<file path="config.mk">
export PLATFORM = sky130hd
export DESIGN_NAME = i2c_bus_arbiter
export DESIGN_NICKNAME = d
export VERILOG_FILES = /design/src/rtl/i2c_bus_arbiter.sv
export SDC_FILE = /design/constraint.sdc
export NUM_CORES = 1
export LEC_CHECK = 0
export CORE_ASPECT_RATIO = 0.9
export CORE_UTILIZATION = 48
export DETAILED_ROUTE_END_ITERATION = 16
export PLACE_DENSITY = 0.86
export SYNTH_ARGS = -nofsm -noshare
export SYNTH_HDL_FRONTEND = slang
export SYNTH_SLANG_ARGS = --single-unit
</file>
<file path="constraint.sdc">
create_clock -name clk -period 2.3 [get_ports clk]
set_clock_uncertainty 0.05 [all_clocks]
set_input_delay 0.23 -clock clk [delete_from_list [all_inputs] [get_ports clk]]
set_output_delay 0.23 -clock clk [all_outputs]
set_load 0.1 [all_outputs]
</file>
<file path="src/rtl/i2c_bus_arbiter.sv">
`default_nettype none
// ============================================================================
// Module   : i2c_bus_arbiter
// Brief    : Two-requester round-robin arbiter for a shared byte-level I2C
//            master. It grants the bus, routes commands and responses, and
//            closes an abandoned open transaction with a forced STOP.
// Revision : 1.0  initial release
// ============================================================================
module i2c_bus_arbiter #(
    parameter int unsigned TIMEOUT_CYCLES = 270000
) (
    input  logic        clk,
    input  logic        rst_n,
    input  logic [1:0]  req_i,
    output logic [1:0]  gnt_o,
    input  logic [1:0]  rq_cmd_valid_i,
    input  logic [25:0] rq_cmd_i,
    output logic [1:0]  rq_cmd_ready_o,
    output logic        m_cmd_valid_o,
    output logic [12:0] m_cmd_o,
    input  logic        m_cmd_ready_i,
    input  logic        m_rsp_valid_i,
    input  logic [7:0]  m_rsp_data_i,
    input  logic        m_rsp_nack_i,
    output logic [1:0]  rq_rsp_valid_o,
    output logic [7:0]  rsp_data_o,
    output logic        rsp_nack_o,
    output logic        busy_o,
    output logic        timeout_o
);

    // Counter is wide enough to hold TIMEOUT_CYCLES itself.
    localparam int unsigned       CNT_W    = $clog2(TIMEOUT_CYCLES) + 1;
    // Terminal count: the cycle on which the counter would reach TIMEOUT_CYCLES-1.
    localparam logic [CNT_W-1:0]  CNT_TC   = CNT_W'(TIMEOUT_CYCLES - 2);
    localparam logic [CNT_W-1:0]  CNT_ONE  = CNT_W'(1);
    // Stop-only command used to close a bus left open by a departing owner.
    localparam logic [12:0]       STOP_CMD = 13'h0800;

    typedef enum logic [2:0] {
        ST_IDLE       = 3'd0,
        ST_GRANT      = 3'd1,
        ST_WAIT_RSP   = 3'd2,
        ST_FORCE_STOP = 3'd3,
        ST_WAIT_STOP  = 3'd4
    } state_e;

    state_e           state_q;
    logic             owner_q;      // index of the current/last grantee
    logic             ptr_q;        // round-robin priority pointer
    logic             bus_open_q;   // START issued without a matching STOP yet
    logic             cmd_stop_q;   // outstanding command carries STOP
    logic [CNT_W-1:0] cnt_q;        // idle cycles of the current grantee
    logic [1:0]       inelig_q;     // revoked requesters awaiting a req_i low

    logic [12:0]      own_cmd;
    logic [1:0]       elig;
    logic             grant_idx;
    logic             cmd_hs;
    logic             own_req;
    logic             tc;
    logic             bus_open_d;

    assign own_cmd   = owner_q ? rq_cmd_i[25:13] : rq_cmd_i[12:0];
    assign elig      = req_i & ~inelig_q;
    assign grant_idx = elig[ptr_q] ? ptr_q : ~ptr_q;
    assign cmd_hs    = (state_q == ST_GRANT) && rq_cmd_valid_i[owner_q] && m_cmd_ready_i;
    assign own_req   = req_i[owner_q];
    assign tc        = (cnt_q == CNT_TC);
    // bus_open as it will stand once the outstanding response has been applied.
    assign bus_open_d = bus_open_q & ~cmd_stop_q;
    assign busy_o    = (state_q != ST_IDLE);

    // Command channel mux: owner pass-through in GRANT, stop-only in FORCE_STOP.
    always_comb begin
        m_cmd_valid_o  = 1'b0;
        m_cmd_o        = 13'h0000;
        rq_cmd_ready_o = 2'b00;
        case (state_q)
            ST_GRANT: begin
                m_cmd_valid_o           = rq_cmd_valid_i[owner_q];
                m_cmd_o                 = own_cmd;
                rq_cmd_ready_o[owner_q] = m_cmd_ready_i;
            end
            ST_FORCE_STOP: begin
                m_cmd_valid_o = 1'b1;
                m_cmd_o       = STOP_CMD;
            end
            default: ;
        endcase
    end

    // Arbitration FSM with registered grant, response routing and timeout.
    always_ff @(posedge clk or negedge rst_n) begin
        if (!rst_n) begin
            state_q        <= ST_IDLE;
            owner_q        <= 1'b0;
            ptr_q          <= 1'b0;
            bus_open_q     <= 1'b0;
            cmd_stop_q     <= 1'b0;
            cnt_q          <= '0;
            inelig_q       <= 2'b00;
            gnt_o          <= 2'b00;
            rq_rsp_valid_o <= 2'b00;
            rsp_data_o     <= 8'h00;
            rsp_nack_o     <= 1'b0;
            timeout_o      <= 1'b0;
        end else begin
            rq_rsp_valid_o <= 2'b00;
            timeout_o      <= 1'b0;

            // A revoked requester regains eligibility once seen low.
            for (int n = 0; n < 2; n++) begin
                if (!req_i[n]) begin
                    inelig_q[n] <= 1'b0;
                end
            end

            case (state_q)
                ST_IDLE: begin
                    if (|elig) begin
                        owner_q <= grant_idx;
                        ptr_q   <= ~grant_idx;
                        gnt_o   <= 2'b01 << grant_idx;
                        cnt_q   <= '0;
                        state_q <= ST_GRANT;
                    end
                end

                ST_GRANT: begin
                    if (cmd_hs) begin
                        // A handshake beats release and terminal count.
                        cnt_q      <= '0;
                        cmd_stop_q <= own_cmd[11];
                        if (own_cmd[12]) begin
                            bus_open_q <= 1'b1;
                        end
                        state_q <= ST_WAIT_RSP;
                    end else if (!own_req || tc) begin
                        gnt_o   <= 2'b00;
                        state_q <= bus_open_q ? ST_FORCE_STOP : ST_IDLE;
                        if (own_req) begin
                            timeout_o         <= 1'b1;
                            inelig_q[owner_q] <= 1'b1;
                        end
                    end else begin
                        cnt_q <= cnt_q + CNT_ONE;
                    end
                end

                ST_WAIT_RSP: begin
                    if (m_rsp_valid_i) begin
                        rq_rsp_valid_o[owner_q] <= 1'b1;
                        rsp_data_o              <= m_rsp_data_i;
                        rsp_nack_o              <= m_rsp_nack_i;
                        bus_open_q              <= bus_open_d;
                        // A release requested during the transfer applies now.
                        if (!own_req) begin
                            gnt_o   <= 2'b00;
                            state_q <= bus_open_d ? ST_FORCE_STOP : ST_IDLE;
                        end else begin
                            state_q <= ST_GRANT;
                        end
                    end
                end

                ST_FORCE_STOP: begin
                    if (m_cmd_ready_i) begin
                        state_q <= ST_WAIT_STOP;
                    end
                end

                ST_WAIT_STOP: begin
                    // The stop response is swallowed; nobody owns it.
                    if (m_rsp_valid_i) begin
                        bus_open_q <= 1'b0;
                        state_q    <= ST_IDLE;
                    end
                end

                default: state_q <= ST_IDLE;
            endcase
        end
    end

endmodule
`default_nettype wire

</file>
Yosys cells after proc, flatten, opt, wreduce, memory -nomap -nowiden
Cells that the tools add are included. Widths: inputs -> output; s select.

Word-level logic and storage cells: 109. Memories: 0. Output and inout port bits: 31. Bits in read-only memories: 0. Latch bits: 0. Bits in registers: 43. RAM bits: 0.

Shift operators: 1. Bitwise logic cells: 8. Reductions and logical operators: 18. Mux-type cells: 50. Add/sub/neg operators: 1. Multipliers: 0. Magnitude comparators: 3. Equality and inequality tests: 16. Div/mod/pow operators: 0.

Operator list (number): $mux 20 (3); $pmux 20 s2 (1); $mux 2 (15); $pmux 13 s2 (1); $add 20x1->20 const B (1); $eq 20x19->1 const B (1); $mux 1 (18); $mux 3 (6); $ne 2x2->1 const B (8); $pmux 3 s5 (1); $mux 13 (1); $reduce_and 5->1 (2); $reduce_bool 3->1 (3); $eq 3x2->1 const B (2); $pmux 2 s3 (1); $reduce_and 2->1 (3); $reduce_and 6->1 (1); $and 2x2->2 (2); $lt 1x2->1 const B (2); $eq 3x1->1 const B (1); $eq 3x3->1 const B (1); $logic_and 1x1->1 (3); $logic_not 3->1 (1); $ne 3x2->1 const B (1); 16 further kinds (18).

Logic depth before layout (Yosys ltp)
Gate-level depths: netlist of the first run.

Word-level depth: 9. Mapped depth: 9.

Least setup slack after synthesis of the first run
OpenSTA, ideal clock, no wires.

Path type: flip-flop to flip-flop. From: reg state_q[1]. To: reg bus_open_q. Arrival: 2.859 ns. Path buffers: 2. Clock period less this slack: 3.056 ns. Required time: 2.103 ns. Stages on the path, launching flop included: 8. Slack: -0.756 ns. Path through: dfrtp_1 > buf_6 > or3b_1 > buf_2 > nor2_1 > a31oi_1 > o21ai_0 > a41oi_1.

Cells in the longest elaborated chain, start to end: 5. Elaborated cells between the ends (all ways): 12.

RTL lines: start: declaration (line 48) `state_e state_q;`; start signal: assignment (line 141) `state_q <= bus_open_q ? ST_FORCE_STOP : ST_IDLE;`; start signal: assignment (line 160) `state_q <= bus_open_d ? ST_FORCE_STOP : ST_IDLE;`; $eq 3x1->1 (line 67, 119); $logic_and 1x1->1 (2 in series) (line 67) `assign cmd_hs = (state_q == ST_GRANT) && rq_cmd_valid_i[owner_q] && m_cmd_ready_i;`; $ne 2x2->1 (no line); $reduce_and 5->1 (no line); end signal: assignment (line 156) `bus_open_q <= bus_open_d;`; end: declaration (line 51) `logic bus_open_q;`.

Several ways; a longest one is shown, not always the timed one. A chain may end at the register's enable or synchronous reset.

Worst setup path after layout of the first run
From: reg owner_q. To: out m_cmd_o[11].

Cells in the longest elaborated chain, start to end: 2.

RTL lines: start: declaration (line 49) `logic owner_q;`; start signal: assignment (line 122) `owner_q <= grant_idx;`; $mux 13 (line 64) `assign own_cmd = owner_q ? rq_cmd_i[25:13] : rq_cmd_i[12:0];`; $pmux 13 s2 (line 79) `case (state_q)`; end: declaration (line 20) `output logic [12:0] m_cmd_o,`.

No other way between the ends.

==> flow_summary.json, run 1 <==
{
  "initial_core_util_pct": 51.4,
  "cp_max_fo": 15,
  "synthCells": 278,
  "nets": 405,
  "ctsResizeCount": 0,
  "netlist_area_mm2": 0.00256,
  "cp-endpoint": "m_cmd_o[11]",
  "final_cell_mix": "43 x dfrtp_1, 41 x clkdlybuf4s50_1, 31 x buf_4",
  "setup.worst_path.start_class": "flip-flop",
  "hold_violations": 0,
  "layout_commonest_cell": "dfrtp_1",
  "cts-root-buf": "clkbuf_8",
  "vias": 2560,
  "setup_viol": 0,
  "wl_mm": 7.12,
  "grt_pass1_wl_mm": 11.7,
  "area_growth_pct": 42.6,
  "yosys_most_used_dff": "dfrtp_1",
  "switchingPower_uw": 3220,
  "critPathArrivalTime_ns": 1.88,
  "clockBufferDepth": 2,
  "drt_pass1_iterations": 5,
  "gp_routability_congestion": 0.905,
  "power-per-cell-area_mw_per_mm2": 1550,
  "holdBufCountCts": 0,
  "finalCritPeriodShare_pct": 93.9,
  "path_clk_slew_ns": 0.09,
  "worst-slew-pin-transition_ns": 0.911,
  "critical_path_class": "reg -> out",
  "rrSetupSlack_ns": 0.16,
  "grt_max_degree": 44,
  "antenna_cells": 0,
  "die_area_mm2": 0.00563,
  "yosysSeqAreaShare_pct": 42.0,
  "coreArea_mm2": 0.00498,
  "p_sw_share_pct": 56.9,
  "syn_nets": 323,
  "wire_per_inst_um": 16.7,
  "grt_pass1_vias": 2418,
  "io_buffers": 73,
  "die_h_um": 71.3,
  "drv_slew": 0,
  "multi_input_area_mm2": 0.00138,
  "cts_tree": "done",
  "fillCellCount": 367,
  "final_layout_size_suffix_gt1_share_pct": 21.1,
  "row_count": 24,
  "cap_violations": 0,
  "fin_setup_tns_ns": 0,
  "status": "finished clean",
  "antenna_found_initial": 0,
  "p_seq_share_pct": 19.2,
  "grt_usage_pct": 26.9,
  "p_leak_uw": 0.00158,
  "synthTopCellsByArea": "dfrtp_1 42%, mux2i_1 5.9%, mux2_2 4.8%",
  "worstHoldPathType": "in -> async",
  "htreeDepth": 2,
  "synth-async-reset-ratio_pct": 100,
  "p_comb_share_pct": 72.1,
  "synth-edff-count": 0,
  "synth_top_cell_by_area": "dfrtp_1",
  "grt-ovfl-total": 0,
  "path_cells": "buf_4, mux2_2, nor2_1, nor2_2, buf_12",
  "first_iter_violations": 236,
  "design_power_total_uw": 5670,
  "ys_ff_latch": 43,
  "r2r_end": "state_q[1]$_DFFE_PN0P_",
  "ioPinCount": 74,
  "fin_crit_ns": 2.16,
  "syn_avg_cell_area_um2": 9.21,
  "seq_area_mm2": 0.00108,
  "rsz0062_at_grt": "false",
  "r2r_start": "cnt_q[0]$_DFFE_PN0P_",
  "cts.sinks": 43,
  "irDropWorstVdd_uv": 1130,
  "die_w_um": 79.0,
  "p_int_uw": 2440,
  "max_slew_margin_pct": 39.3,
  "cp_slowest_stage_delay_ns": 0.50,
  "cp-startpoint": "owner_q$_DFFE_PN0P_",
  "reg2reg_depth": 7,
  "slowest_stage": "dfrtp_1",
  "post-cts-setup-buffers": 0,
  "cts_buffers": 5,
  "ys_warn_count": 0,
  "crit_required_ns": 2.02,
  "clk_latency_ns": 0.30,
  "end_kind": "primary output",
  "dp_hpwl_mm": 5.44,
  "drc_errors": 0,
  "ys_types": 51,
  "clock.fmax_mhz": 463,
  "synth_top_area_share_pct": 42.0,
  "p_clk_share_pct": 8.7,
  "vias_per_cell": 6.01,
  "ant_nets": 0
}
cells by family (layout without fill, tap and decap cells):
kind of cell | after synthesis | count (layout) | synth area share (%)
DFF | 43 | 43 | 42.0
AOI/OAI and AO/OA | 69 | 69 | 17.8
buffers and inverters | 24 | 107 | 4.59
and+or+nand+nor | 113 | 113 | 23.3
muxes | 27 | 27 | 11.3
adders and majority gates | 2 | 2 | 0.977
cell type report:
type	count	area share [%]
Clock buffer	5	1.88
Clock inverter	3	0.651
Inverter	9	0.925
Multi-Input combinational cell	211	37.8
Sequential cell	43	29.5
Tap cell	65	2.23
Timing Repair Buffer	90	27.1
synthesized netlist by cell type, types with 2 or more instances:
master,number
a31oi_1,11
o31a_1,2
nor2_1,31
clkbuf_1,6
nand2b_1,6
o21ai_0,19
o41ai_1,2
nand3_1,12
o311ai_0,3
o21a_1,3
a21oi_1,5
nor2b_1,3
buf_4,2
o211ai_1,5
o31ai_1,7
or4_1,8
mux2_2,11
o22ai_1,2
and2_1,2
and3_1,3
nor3_1,4
nand4_1,4
nand2_1,27
a41oi_1,2
a21o_1,2
nor4_1,2
mux2i_1,15
inv_1,9
ha_1,2
buf_6,2
dfrtp_1,43
buf_2,4
through the flow:
stage / setup slack [ns] / instances / hold slack (ns) / area, µm² / utilization (%)
after floorplan: -0.413 / 278 / -0.116 / 2570 / -
after global placement: 0.196 / 418 / 0.364 / 3560 / 71.4
after detailed placement: 0.0477 / 418 / 0.373 / 3560 / 71.4
after CTS: 0.137 / 426 / 0.0429 / 3650 / 73.2
after global routing: 0.00277 / 426 / 0.0827 / 3650 / 73.2
final: 0.141 / 426 / 0.00134 / 3650 / 73.2
critical path, delay by kind of cell, from the launching register on:
| kind | cells | cell delay [ns] |
|---|---|---|
| multiplexers | 1 | 0.41 |
| flip-flops | 1 | 0.50 |
| buffers and inverters | 2 | 0.48 |
| AND/OR/NAND/NOR | 2 | 0.18 |
registers in the layout (all words and copies together), names as in the netlist:
name / count
gnt_o: 2
rq_rsp_valid_o: 2
state_q: 3
rsp_data_o: 8
owner_q: 1
rsp_nack_o: 1
cmd_stop_q: 1
timeout_o: 1
bus_open_q: 1
inelig_q: 2
ptr_q: 1
cnt_q: 20
routing by layer:
metal / up-vias / global-route usage, % / share of wire [%]
li1: 1196 / - / -
met1: 1238 / 35.2 / 42
met2: 113 / 44.3 / 50
met3: 13 / 6.11 / 6.4
met4: 0 / 8.48 / 1.6
met5: - / 0 / 0
power groups by stage:
stage / logic, µW / clock network, µW / registers (µW)
global route: 4250 / 541 / 1120
CTS: 4080 / 503 / 1090
finish: 4080 / 495 / 1090
global placement: 4020 / 0 / 1080
detailed placement: 4070 / 0 / 1100
floorplan: 2170 / 0 / 1760
worst min-delay path by stage:
stage / start / end / slack, ns / depth (start not counted)
2_1_floorplan: rst_n / bus_open_q$_DFFE_PN0P_ / -0.12 / 0
3_3_place_gp: rst_n / cnt_q[2]$_DFFE_PN0P_ / 0.36 / 1
3_5_place_dp: rst_n / cnt_q[0]$_DFFE_PN0P_ / 0.37 / 1
4_1_cts: rst_n / cnt_q[0]$_DFFE_PN0P_ / 0.04 / 1
5_1_grt: rst_n / cnt_q[4]$_DFFE_PN0P_ / 0.08 / 1
6_report: rst_n / cnt_q[0]$_DFFE_PN0P_ / 0.001 / 1
Power figures use the tool's default switching activity.
==> run 2, diff against run 1 <==
- clock period: 2.3 -> 2.4 ns (I/O delays scaled with it)
==> run 2 against run 1 <==
Compared with the run above:
- worst hold slack better by 0.019 ns
- combinational power shrank 4.9%
- utilization is 0.35 points lower
- count of clock-buffer cells in the layout is the same
- power shrank 3.1%
- clock power rose by 13%
- global-route usage decreased by 0.71 points
==> flow_summary.json, run 2 (same netlist as run 1, synthesis figures left out) <==
{
  "crit_required_ns": 2.53,
  "grt_usage_pct": 26.1,
  "cts_buffers": 5,
  "post-cts-setup-buffers": 0,
  "critPathArrivalTime_ns": 2.29,
  "max_slew_margin_pct": 39.1,
  "largest_register_ffs": 20,
  "row_count": 24,
  "irDropWorstVdd_uv": 1180,
  "dp_hpwl_mm": 5.39,
  "setup_viol": 0,
  "cts-root-buf": "clkbuf_8",
  "wl_mm": 7.12,
  "clockBufferDepth": 2,
  "setup.worst_path.start_class": "flip-flop",
  "layout_commonest_cell": "dfrtp_1",
  "p_comb_share_pct": 70.6,
  "grt_max_degree": 44,
  "fin_area_mm2": 0.00363,
  "clk_latency_ns": 0.29,
  "switchingPower_uw": 3070,
  "htreeDepth": 2,
  "p_sw_share_pct": 55.9,
  "wire_per_inst_um": 16.8,
  "power-per-cell-area_mw_per_mm2": 1510,
  "gp_routability_congestion": 0.930,
  "die_h_um": 71.3,
  "fin_crit_ns": 2.16,
  "multi_input_area_mm2": 0.00137,
  "ctsResizeCount": 0,
  "area_growth_pct": 41.9,
  "path_clk_slew_ns": 0.08,
  "ioPinCount": 74,
  "worst-slew-pin-transition_ns": 0.914,
  "cts.sinks": 43,
  "holdWs_ns": 0.0204,
  "vias_per_cell": 5.84,
  "fin_setup_tns_ns": 0,
  "p_seq_share_pct": 19.1,
  "drv_slew": 0,
  "cts_tree": "done",
  "cap_violations": 0,
  "clock.fmax_mhz": 463,
  "die_area_mm2": 0.00563,
  "top_register": "cnt_q",
  "rsz0062_at_grt": "false",
  "hold_violations": 0,
  "worstHoldPathType": "in -> async",
  "antenna_cells": 0,
  "io_buffers": 73,
  "holdBufCountCts": 0,
  "status": "finished clean",
  "final_cell_mix": "43 x dfrtp_1, 41 x clkdlybuf4s50_1, 30 x nor2_1, 30 x buf_4, 27 x nand2_1",
  "drt_pass1_iterations": 7,
  "p_int_uw": 2420,
  "final_layout_size_suffix_gt1_share_pct": 19.5,
  "ant_nets": 0,
  "antenna_found_initial": 0,
  "vias": 2476,
  "seq_area_mm2": 0.00108,
  "grt_pass1_vias": 2339,
  "stdcell_count": 424,
  "finalCritPeriodShare_pct": 90.0,
  "design_power_total_uw": 5490,
  "nets": 403,
  "end_kind": "flip-flop",
  "grt-ovfl-total": 0,
  "p_clk_share_pct": 10.2,
  "critical_path_class": "reg -> reg",
  "coreArea_mm2": 0.00498,
  "p_leak_uw": 0.00158,
  "reg2reg_depth": 7,
  "placedCellCount": 416,
  "die_w_um": 79.0,
  "grt_pass1_wl_mm": 11.6,
  "drc_errors": 0,
  "reg_top3": "cnt_q (20), rsp_data_o (8), state_q (3)",
  "initial_core_util_pct": 51.4,
  "place_area_mm2": 0.00352,
  "first_iter_violations": 221,
  "cp_max_fo": 8,
  "fillCellCount": 372
}
## run 2: cell count changes in the layout (fill, tap and decap cells not counted), sizes merged
cell,change
buf,-2
bufinv,+1
clkinv,+2
clkinvlp,-2
inv,-1
## run 2: path summary, 6_finish.rpt
check	startpoint	end	slack (ns)
max in group asynchronous	rst_n	rsp_data_o[6]$_DFFE_PN0P_	1.69
min in group clk	cnt_q[19]$_DFFE_PN0P_	cnt_q[19]$_DFFE_PN0P_	0.44
max	cnt_q[0]$_DFFE_PN0P_	state_q[1]$_DFFE_PN0P_	0.24
max reg2reg	cnt_q[0]$_DFFE_PN0P_	state_q[1]$_DFFE_PN0P_	0.24
min	rst_n	cnt_q[0]$_DFFE_PN0P_	0.02
min reg2reg	cnt_q[19]$_DFFE_PN0P_	cnt_q[19]$_DFFE_PN0P_	0.44
## run 2: power by group through the flow
stage / Combinational, µW / Sequential [µW] / Clock, µW
3_3_place_gp: 3800 / 1040 / 0
5_1_grt: 4040 / 1070 / 600
6_report: 3880 / 1050 / 561
2_1_floorplan: 2060 / 1680 / 0
3_5_place_dp: 3860 / 1060 / 0
4_1_cts: 3870 / 1050 / 562
## run 2: per-stage QoR
step | worst slack (ns) | util, %
after floorplan | -0.323 | -
after global placement | 0.242 | 70.6
after detailed placement | 0.195 | 70.6
after CTS | 0.246 | 72.9
after global routing | 0.0755 | 72.9
final | 0.239 | 72.9
## run 2: critical path: stages (launching register included)
cell     delay (ns)
dfrtp_1        0.45
inv_1          0.09
ha_1           0.13
or4bb_1        0.40
nor3_1         0.25
a21o_1         0.29
o21ai_0        0.12
mux2_2         0.29
## run 2: final cells by class
cell class / instances / share of cell area, %
Multi-Input combinational cell: 211 / 37.7
Timing Repair Buffer: 88 / 26.4
Inverter: 9 / 0.930
Sequential cell: 43 / 29.6
Tap cell: 65 / 2.24
Clock buffer: 5 / 1.89
Clock inverter: 3 / 1.21
## run 2: per-layer routing
metal / up-vias / global-route usage [%] / part of all wire [%]
met5: - / 0 / 0
met4: 0 / 4.04 / 0.41
met3: 2 / 5.22 / 6.9
met2: 105 / 41.2 / 48
met1: 1183 / 38.3 / 45
li1: 1186 / - / -
==> run 3, diff against run 2 <==
- GPL_ROUTABILITY_DRIVEN: not set -> 0
==> results of run 3 <==
The final DEF is identical to that of run 2; final timing and power are the same.
